`config.mk`:
```
export PLATFORM = sky130hd
export DESIGN_NAME = facto_host_master
export DESIGN_NICKNAME = d
export VERILOG_FILES = /design/src/rtl/facto_host_master.sv
export SDC_FILE = /design/constraint.sdc
export NUM_CORES = 1
export LEC_CHECK = 0
export CAP_MARGIN = 20
export CELL_PAD_IN_SITES_DETAIL_PLACEMENT = 0
export CELL_PAD_IN_SITES_GLOBAL_PLACEMENT = 1
export CORE_MARGIN = 8
export CORE_UTILIZATION = 37
export DETAILED_ROUTE_END_ITERATION = 16
export GPL_TIMING_DRIVEN = 0
export PLACE_DENSITY_LB_ADDON = 0.1
export SYNTH_ARGS = -nofsm -noshare
export SYNTH_HDL_FRONTEND = slang
export SYNTH_SLANG_ARGS = --single-unit
```
`constraint.sdc`:
```
create_clock -name clk -period 4.3 [get_ports clk]
set_input_delay 0.86 -clock clk [delete_from_list [all_inputs] [get_ports clk]]
set_output_delay 0.86 -clock clk [all_outputs]
set_load 0.03 [all_outputs]
```
`src/rtl/facto_host_master.sv`:
```
// Bus initiator that drives a FactoCore slave through one factorial job.
// Optional FACTO_HOST_IRQ_EN: wait on the interrupt line instead of polling opdone.
module facto_host_master #(
    parameter logic [15:0] BASE_ADDR      = 16'h7000,
    parameter int unsigned POLL_GAP       = 8,
    parameter int unsigned TIMEOUT_CYCLES = 400000
) (
    input  logic        clk,
    input  logic        reset_n,
    input  logic        req_valid,
    output logic        req_ready,
    input  logic [63:0] req_operand,
    output logic        rsp_valid,
    input  logic        rsp_ready,
    output logic [63:0] rsp_result_h,
    output logic [63:0] rsp_result_l,
    output logic        rsp_error,
    output logic        m_sel,
    output logic        m_wr,
    output logic [15:0] m_addr,
    output logic [63:0] m_dout,
    input  logic [63:0] m_din,
    input  logic        interrupt
);

    typedef enum logic [3:0] {
        S_IDLE,
        S_WR_OPERAND,
        S_WR_INTREN,
        S_WR_CLR0,
        S_WR_START,
        S_WAIT_DONE,
        S_RD_H,
        S_RD_L,
        S_WR_CLR1,
        S_WR_CLR_REL,
        S_RESP
    } state_t;

    localparam logic [31:0] LP_GAP = 32'(POLL_GAP);
    localparam logic [31:0] LP_TO  = 32'(TIMEOUT_CYCLES);

    state_t      r_state;
    logic        r_ph;
    logic [31:0] r_poll;
    logic [31:0] r_wait;
    logic [63:0] r_res_h;
    logic [63:0] r_res_l;
    logic        r_err;
    logic        r_sel;
    logic        r_wr;
    logic [15:0] r_addr;
    logic [63:0] r_dout;

    state_t      w_nxt;
    logic        w_ph_nxt;
    logic [31:0] w_poll_nxt;
    logic [31:0] w_wait_nxt;
    logic        w_done;
    logic        w_tmo;
    logic        w_sel;
    logic        w_wr;
    logic [15:0] w_addr;
    logic [63:0] w_dout;

`ifndef FACTO_HOST_IRQ_EN
    logic w_unused_irq;
    assign w_unused_irq = interrupt;
`endif

    always_comb begin
        w_nxt      = r_state;
        w_ph_nxt   = 1'b0;
        w_poll_nxt = r_poll;
        w_wait_nxt = r_wait;
        w_tmo      = (LP_TO != 32'd0) && (r_wait == LP_TO - 32'd1);
`ifdef FACTO_HOST_IRQ_EN
        w_done     = interrupt;
`else
        // opdone data is valid at the end of the second poll-read cycle
        w_done     = (r_poll == LP_GAP + 32'd1) && m_din[0];
`endif
        unique case (r_state)
            S_IDLE:       if (req_valid) w_nxt = S_WR_OPERAND;
            S_WR_OPERAND: w_nxt = S_WR_INTREN;
            S_WR_INTREN:  w_nxt = S_WR_CLR0;
            S_WR_CLR0:    w_nxt = S_WR_START;
            S_WR_START: begin
                w_nxt      = S_WAIT_DONE;
                w_poll_nxt = 32'd0;
                w_wait_nxt = 32'd0;
            end
            S_WAIT_DONE: begin
                w_wait_nxt = r_wait + 32'd1;
                w_poll_nxt = (r_poll == LP_GAP + 32'd1) ? 32'd0
                                                        : r_poll + 32'd1;
                if (w_done)     w_nxt = S_RD_H;
                else if (w_tmo) w_nxt = S_WR_CLR1;
            end
            S_RD_H: begin
                if (!r_ph) w_ph_nxt = 1'b1;
                else       w_nxt    = S_RD_L;
            end
            S_RD_L: begin
                if (!r_ph) w_ph_nxt = 1'b1;
                else       w_nxt    = S_WR_CLR1;
            end
            S_WR_CLR1:    w_nxt = S_WR_CLR_REL;
            S_WR_CLR_REL: w_nxt = S_RESP;
            S_RESP:       if (rsp_ready) w_nxt = S_IDLE;
            default:      w_nxt = S_IDLE;
        endcase
    end

    // Bus outputs are computed for the state being entered, then registered
    always_comb begin
        w_sel  = 1'b0;
        w_wr   = 1'b0;
        w_addr = 16'h0000;
        w_dout = 64'd0;
        case (w_nxt)
            S_WR_OPERAND: begin
                w_sel  = 1'b1;
                w_wr   = 1'b1;
                w_addr = BASE_ADDR + 16'h0020;
                w_dout = req_operand;
            end
            S_WR_INTREN: begin
                w_sel  = 1'b1;
                w_wr   = 1'b1;
                w_addr = BASE_ADDR + 16'h0018;
`ifdef FACTO_HOST_IRQ_EN
                w_dout = 64'd1;
`else
                w_dout = 64'd0;
`endif
            end
            S_WR_CLR0, S_WR_CLR_REL: begin
                w_sel  = 1'b1;
                w_wr   = 1'b1;
                w_addr = BASE_ADDR + 16'h0008;
            end
            S_WR_START: begin
                w_sel  = 1'b1;
                w_wr   = 1'b1;
                w_dout = 64'd1;
                w_addr = BASE_ADDR;
            end
            S_WR_CLR1: begin
                w_sel  = 1'b1;
                w_wr   = 1'b1;
                w_addr = BASE_ADDR + 16'h0008;
                w_dout = 64'd1;
            end
            S_WAIT_DONE: begin
`ifndef FACTO_HOST_IRQ_EN
                if (w_poll_nxt >= LP_GAP) begin
                    w_sel  = 1'b1;
                    w_addr = BASE_ADDR + 16'h0010;
                end
`endif
            end
            S_RD_H: begin
                w_sel  = 1'b1;
                w_addr = BASE_ADDR + 16'h0028;
            end
            S_RD_L: begin
                w_sel  = 1'b1;
                w_addr = BASE_ADDR + 16'h0030;
            end
            default: w_sel = 1'b0;
        endcase
    end

    always_ff @(posedge clk) begin
        if (!reset_n) begin
            r_state <= S_IDLE;
            r_ph    <= 1'b0;
            r_poll  <= 32'd0;
            r_wait  <= 32'd0;
            r_res_h <= 64'd0;
            r_res_l <= 64'd0;
            r_err   <= 1'b0;
            r_sel   <= 1'b0;
            r_wr    <= 1'b0;
            r_addr  <= 16'h0000;
            r_dout  <= 64'd0;
        end else begin
            r_state <= w_nxt;
            r_ph    <= w_ph_nxt;
            r_poll  <= w_poll_nxt;
            r_wait  <= w_wait_nxt;
            r_sel   <= w_sel;
            r_wr    <= w_wr;
            r_addr  <= w_addr;
            r_dout  <= w_dout;
            if (r_state == S_IDLE && req_valid) begin
                r_res_h <= 64'd0;
                r_res_l <= 64'd0;
                r_err   <= 1'b0;
            end
            if (r_state == S_WAIT_DONE && !w_done && w_tmo) r_err <= 1'b1;
            if (r_state == S_RD_H && r_ph) r_res_h <= m_din;
            if (r_state == S_RD_L && r_ph) r_res_l <= m_din;
        end
    end

    assign req_ready    = (r_state == S_IDLE);
    assign rsp_valid    = (r_state == S_RESP);
    assign rsp_result_h = r_res_h;
    assign rsp_result_l = r_res_l;
    assign rsp_error    = r_err;
    assign m_sel        = r_sel;
    assign m_wr         = r_wr;
    assign m_addr       = r_addr;
    assign m_dout       = r_dout;

endmodule

```
### After elaboration in Yosys (flattened, before gate mapping)

Cells that the tools add are included.

* flip-flop bits (word level): 280
* bits of input ports: 133
* output and inout bits: 213
* logic and storage cells: 75

* $add $sub $neg: 2
* magnitude comparators: 1
* equality and inequality tests: 21
* mux-type cells: 22
* reductions and logical operators: 18

Operators by type and width (number)
* 2-to-1 mux 64 bit: 3
* case mux 32 bit (2 select lines): 2
* case mux 64 bit (2 select lines): 1
* case mux 15 bit (7 select lines): 1
* adder 32 x 1 -> 32 bit, second input constant: 2
* case mux 4 bit (11 select lines): 1
* == test 32 x 19 -> 1 bit, second input constant: 1
* == test 32 x 4 -> 1 bit, second input constant: 1
* == test 4 x 3 -> 1 bit, second input constant: 8
* greater-or-equal comparator 32 x 4 -> 1 bit, second input constant: 1
* 2-to-1 mux 32 bit: 1
* 2-to-1 mux 4 bit: 6
* == test 4 bit, second input constant: 5
* == test 4 x 2 -> 1 bit, second input constant: 4
* 2-to-1 mux 15 bit: 1
* == test 4 x 1 -> 1 bit, second input constant: 2
* nonzero test 2 bit: 4
* OR reduction 8 bit: 1
* logical AND 1 bit: 6
* OR reduction 6 bit: 1
* 2-to-1 mux 1 bit: 5
* logical NOT 4 bit: 1
* OR reduction 2 bit: 2
* OR reduction 3 bit: 1
* other kinds (3): 3

### Longest topological paths before layout

* depth after elaboration: 7
* depth in mapped cells: 11
* mapped depth without buffers: 10

### Worst setup path before layout

Ideal clock, no wire load.

* path kind: register to register
* from: register r_poll[0]
* to: register r_addr[13], in the netlist m_addr[13]
* library setup time: 0.128 ns
* arrival: 2.664 ns
* data required time: 4.172 ns
* path slack: 1.508 ns
* stages on the path, launching flop included: 11
* path buffers: 1
* clock period less this slack: 2.792 ns
* cell sequence: dfxtp_1 ha_1 and3_1 buf_4 nand4_4 or4_4 a2111oi_4 o2111ai_1 or4_1 nor3_2 a31oi_1

* cells in the longest elaborated chain, start to end: 7
* elaborated cells between the ends (all ways): 20
* those cells by class: add/sub: 1; order compare: 1; eq/ne: 10; mux: 6; reduce/logical: 2

RTL lines
* start: declaration: RTL line 45 `logic [31:0] r_poll;`
* start signal: assignment: RTL line 191 `r_poll <= w_poll_nxt;`
* parallel branches: the longest is 6 deep, another holds adder 32 x 1 -> 32 bit
* case mux 15 bit (7 select lines) *: RTL line 121 `case (w_nxt)`
* end signal: assignment: RTL line 195 `r_addr <= w_addr;`
* end: declaration: RTL line 52 `logic [15:0] r_addr;`

Mark *: on every way between the ends.
A chain may end at the register's enable or synchronous reset.

### Final worst setup path

* from: register r_poll[21]
* to: register r_poll[4]

* cells in the longest elaborated chain, start to end: 3

RTL lines
* == test 32 x 4 -> 1 bit: RTL line 95 `w_poll_nxt = (r_poll == LP_GAP + 32'd1) ? 32'd0`
* 2-to-1 mux 32 bit: RTL line 95
* case mux 32 bit (2 select lines): RTL line 83 `unique case (r_state)`

No other way between the ends.

==> flow_summary.ini <==
[yosys]
synth_edf_count = 0
yosysUniqueCellTypes = 69
ys.warnings.count = 0
syn_avg_cell_area_um2 = 8.82
ys_async_sr_fraction_pct = 0
ys_seq_area_share_pct = 47.8
syn_inst = 1272
syn_area_um2 = 11200
ys_seq_elements = 268
ys.flop_type = dfxtp_1

[die]
die_y_um = 190
die_area_um2 = 36100
initial_core_util_pct = 37.7
row_count = 63
boundaryPins = 346
die_w_um = 190
coreArea_um2 = 29700

[grt]
use_met3_pct = 7.43
grt_pass1_wl_um = 66400
track_usage_pct = 23.3
grt_busiest_layer = met2
antenna_found_initial = 2
use_met1_pct = 27.6
grtUsageMet2_pct = 38.9
grt_max_degree = 16
grt_overflow = 0
grt_pass1_vias = 10900

[timing]
period_share_pct = 87.2
slew_viol_final = 0
tns_ns = 0
relSlewSlack_pct = 30.8
finalHoldViolCount = 0
finalSetupViolCount = 0
period_needed_ns = 3.75
finalClockSkew_ns = 0.0240
worst_pin_slew_ns = 1.03
rsz0062_at_grt = no
fmax_mhz = 267

[layout]
final_cells = 2064
drive_above_1_share_pct = 5.62
syn_to_final_growth_pct = 43.8
final_nets = 1784
final_core_utilization_pct = 54.3

[drt]
ant_nets = 0
drt-vias-per-instance = 5.37
firstDrtPassIters = 5
wl_per_cell_um = 21.3
drc = 0
drt-total-wl_um = 44100
vias = 11100
drtIter0Drc = 819

[clock_network]
cts_inserted_buffers = 30
cts_setup_buffers = 0
cts_resized = 0
worstSkewPairLatency_ns = 0.57
cts-root-buf = clkbuf_16
clock_path_buffers = 3
cts_tree = built
clock_sinks = 268
hold_buffers = 0
clkSlewWorstSetupHoldPaths_ns = 0.06
ctsHtreeMaxLevel = 1

[critical_path]
rr_startpoint = r_poll[21]
crit_path_max_fanout = 10
path_class = reg -> reg
crit_path_start_kind = flip-flop
critPathCaptureType = flip-flop
worstSetupStartpoint = r_poll[21]
critPathRequiredTime_ns = 4.75
worstPathArrival_ns = 4.20

[placement]
place_hpwl_um = 33200
dp.cells = 2006
port_buffers = 333
gp_congestion = 0.917

[pwr]
p_per_area_nw_per_um2 = 367
total_power_uw = 5910
leakage_uw = 0.00575
ir_drop_mv = 0.275

[hold_path]
min_from = rsp_result_l[32]
hold_class = reg -> reg

[job]
drv_cap = 0

[status]
status = finished, final reports clean
[registers in the layout, indices dropped and copies added, names as in the netlist]
name and cells:
m_addr 4, rsp_error 1, r_poll 32, rsp_result_h 64, m_wr 1, m_sel 1, r_state 4, rsp_result_l 64
r_wait 32, r_ph 1, m_dout 64
[area by class of cell]
cell class	instances	area, um2
fillers	2763	13600
flip-flops and latches	268	5370
multi-input cells	873	5290
repair buffers	335	3340
clock buffers	41	872
plain buffers	123	531
well taps	390	488
clock inverters	15	168
inverters	17	63.8
diodes	2	5.00
[metrics by stage]
stage | cell area [um2] | setup slack [ns] | hold slack, ns
2_1_floorplan | 11300 | 1.51 | 0.477
3_3_place_gp | 15100 | 0.606 | 0.478
3_5_place_dp | 15100 | 0.615 | 0.483
4_1_cts | 16100 | 0.593 | 0.501
5_1_grt | 16100 | 0.342 | 0.532
6_report | 16100 | 0.552 | 0.501
[logic make-up (layout without fill, tap and decap cells)]
family / after synthesis / after routing / share of synthesized area, %
adder cells (fa/ha/maj): 3 / 3 / 0.335
buffers and inverters: 140 / 531 / 5.30
other: 1 / 12 / 0.0334
AND/OR/NAND/NOR: 538 / 538 / 26.3
AO/OA/AOI/OAI: 319 / 319 / 20.0
XOR/XNOR: 3 / 3 / 0.234
flip-flops: 268 / 268 / 47.8
[synthesized netlist by cell type, drive strengths merged, types with 27 or more instances]
library cell / number / area [um2]
a21oi: 30 / 150
a22oi: 138 / 1040
and3: 75 / 469
buf: 27 / 170
clkbuf: 96 / 360
dfxtp: 268 / 5370
nand2: 72 / 273
nand3: 37 / 185
nor2: 102 / 383
nor2b: 111 / 694
nor3: 31 / 160
nor4: 27 / 190
o21ai: 56 / 280
[worst paths after layout]
kind	end	slack, ns	cells after the start
worst max-delay path	r_poll[4]	0.55	9
worst min-delay path	rsp_result_l[32]	0.50	2
worst max register to register	r_poll[4]	0.55	9
worst min register to register	rsp_result_l[32]	0.50	2
[report_power, final]
| group | internal [uW] | switching [uW] |
|---|---|---|
| sequential | 2530 | 18.6 |
| combinational | 286 | 416 |
| clock | 1600 | 1060 |
| total | 4410 | 1500 |
[routing by layer]
metal	vias to the layer above	share of wire, %
li1	5330	-
met1	5197	39
met2	471	48
met3	83	9.7
met4	0	4.1
met5	-	0
[worst max-delay path, cell delays in order (launching register included)]
cell and delay, ns:
dfxtp_1 0.29, clkbuf_1 0.23, nor4b_1 0.66, nand2_1 0.18
nor4_4 0.45, nand2b_1 0.36, clkbuf_1 0.50, clkbuf_1 0.56
o21ai_0 0.20, and2_1 0.18
[layout by cell type (no fill, tap or decap), types with 4 or more instances in the layout]
cell type | Yosys | routed
o221a_2 | 4 | 4
and2_1 | 15 | 15
clkinv_2 | 0 | 9
a21oi_1 | 30 | 30
o31ai_1 | 8 | 8
clkbuf_1 | 96 | 99
nor2b_1 | 111 | 111
nor2_1 | 102 | 102
dfxtp_1 | 268 | 268
o22ai_1 | 4 | 4
or3_1 | 8 | 8
clkbuf_8 | 0 | 8
and3_1 | 75 | 75
buf_2 | 7 | 9
a22oi_1 | 138 | 138
nand3_1 | 37 | 37
clkbuf_16 | 0 | 30
inv_1 | 16 | 16
nand2_1 | 71 | 71
buf_4 | 16 | 16
conb_1 | 1 | 10
or4_1 | 7 | 7
o21ai_0 | 53 | 53
a21o_1 | 5 | 5
a31oi_1 | 13 | 13
a21boi_0 | 14 | 14
nand2b_1 | 6 | 6
nand4_1 | 24 | 24
nor3_1 | 30 | 30
o31a_1 | 5 | 5
nor4_1 | 25 | 25
o211a_1 | 8 | 8
and4_1 | 4 | 4
a211oi_1 | 5 | 5
o21a_1 | 10 | 10
buf_1 | 4 | 4
clkdlybuf4s50_1 | 0 | 333
nand3b_1 | 4 | 4
(Power assumes the default switching activity.)
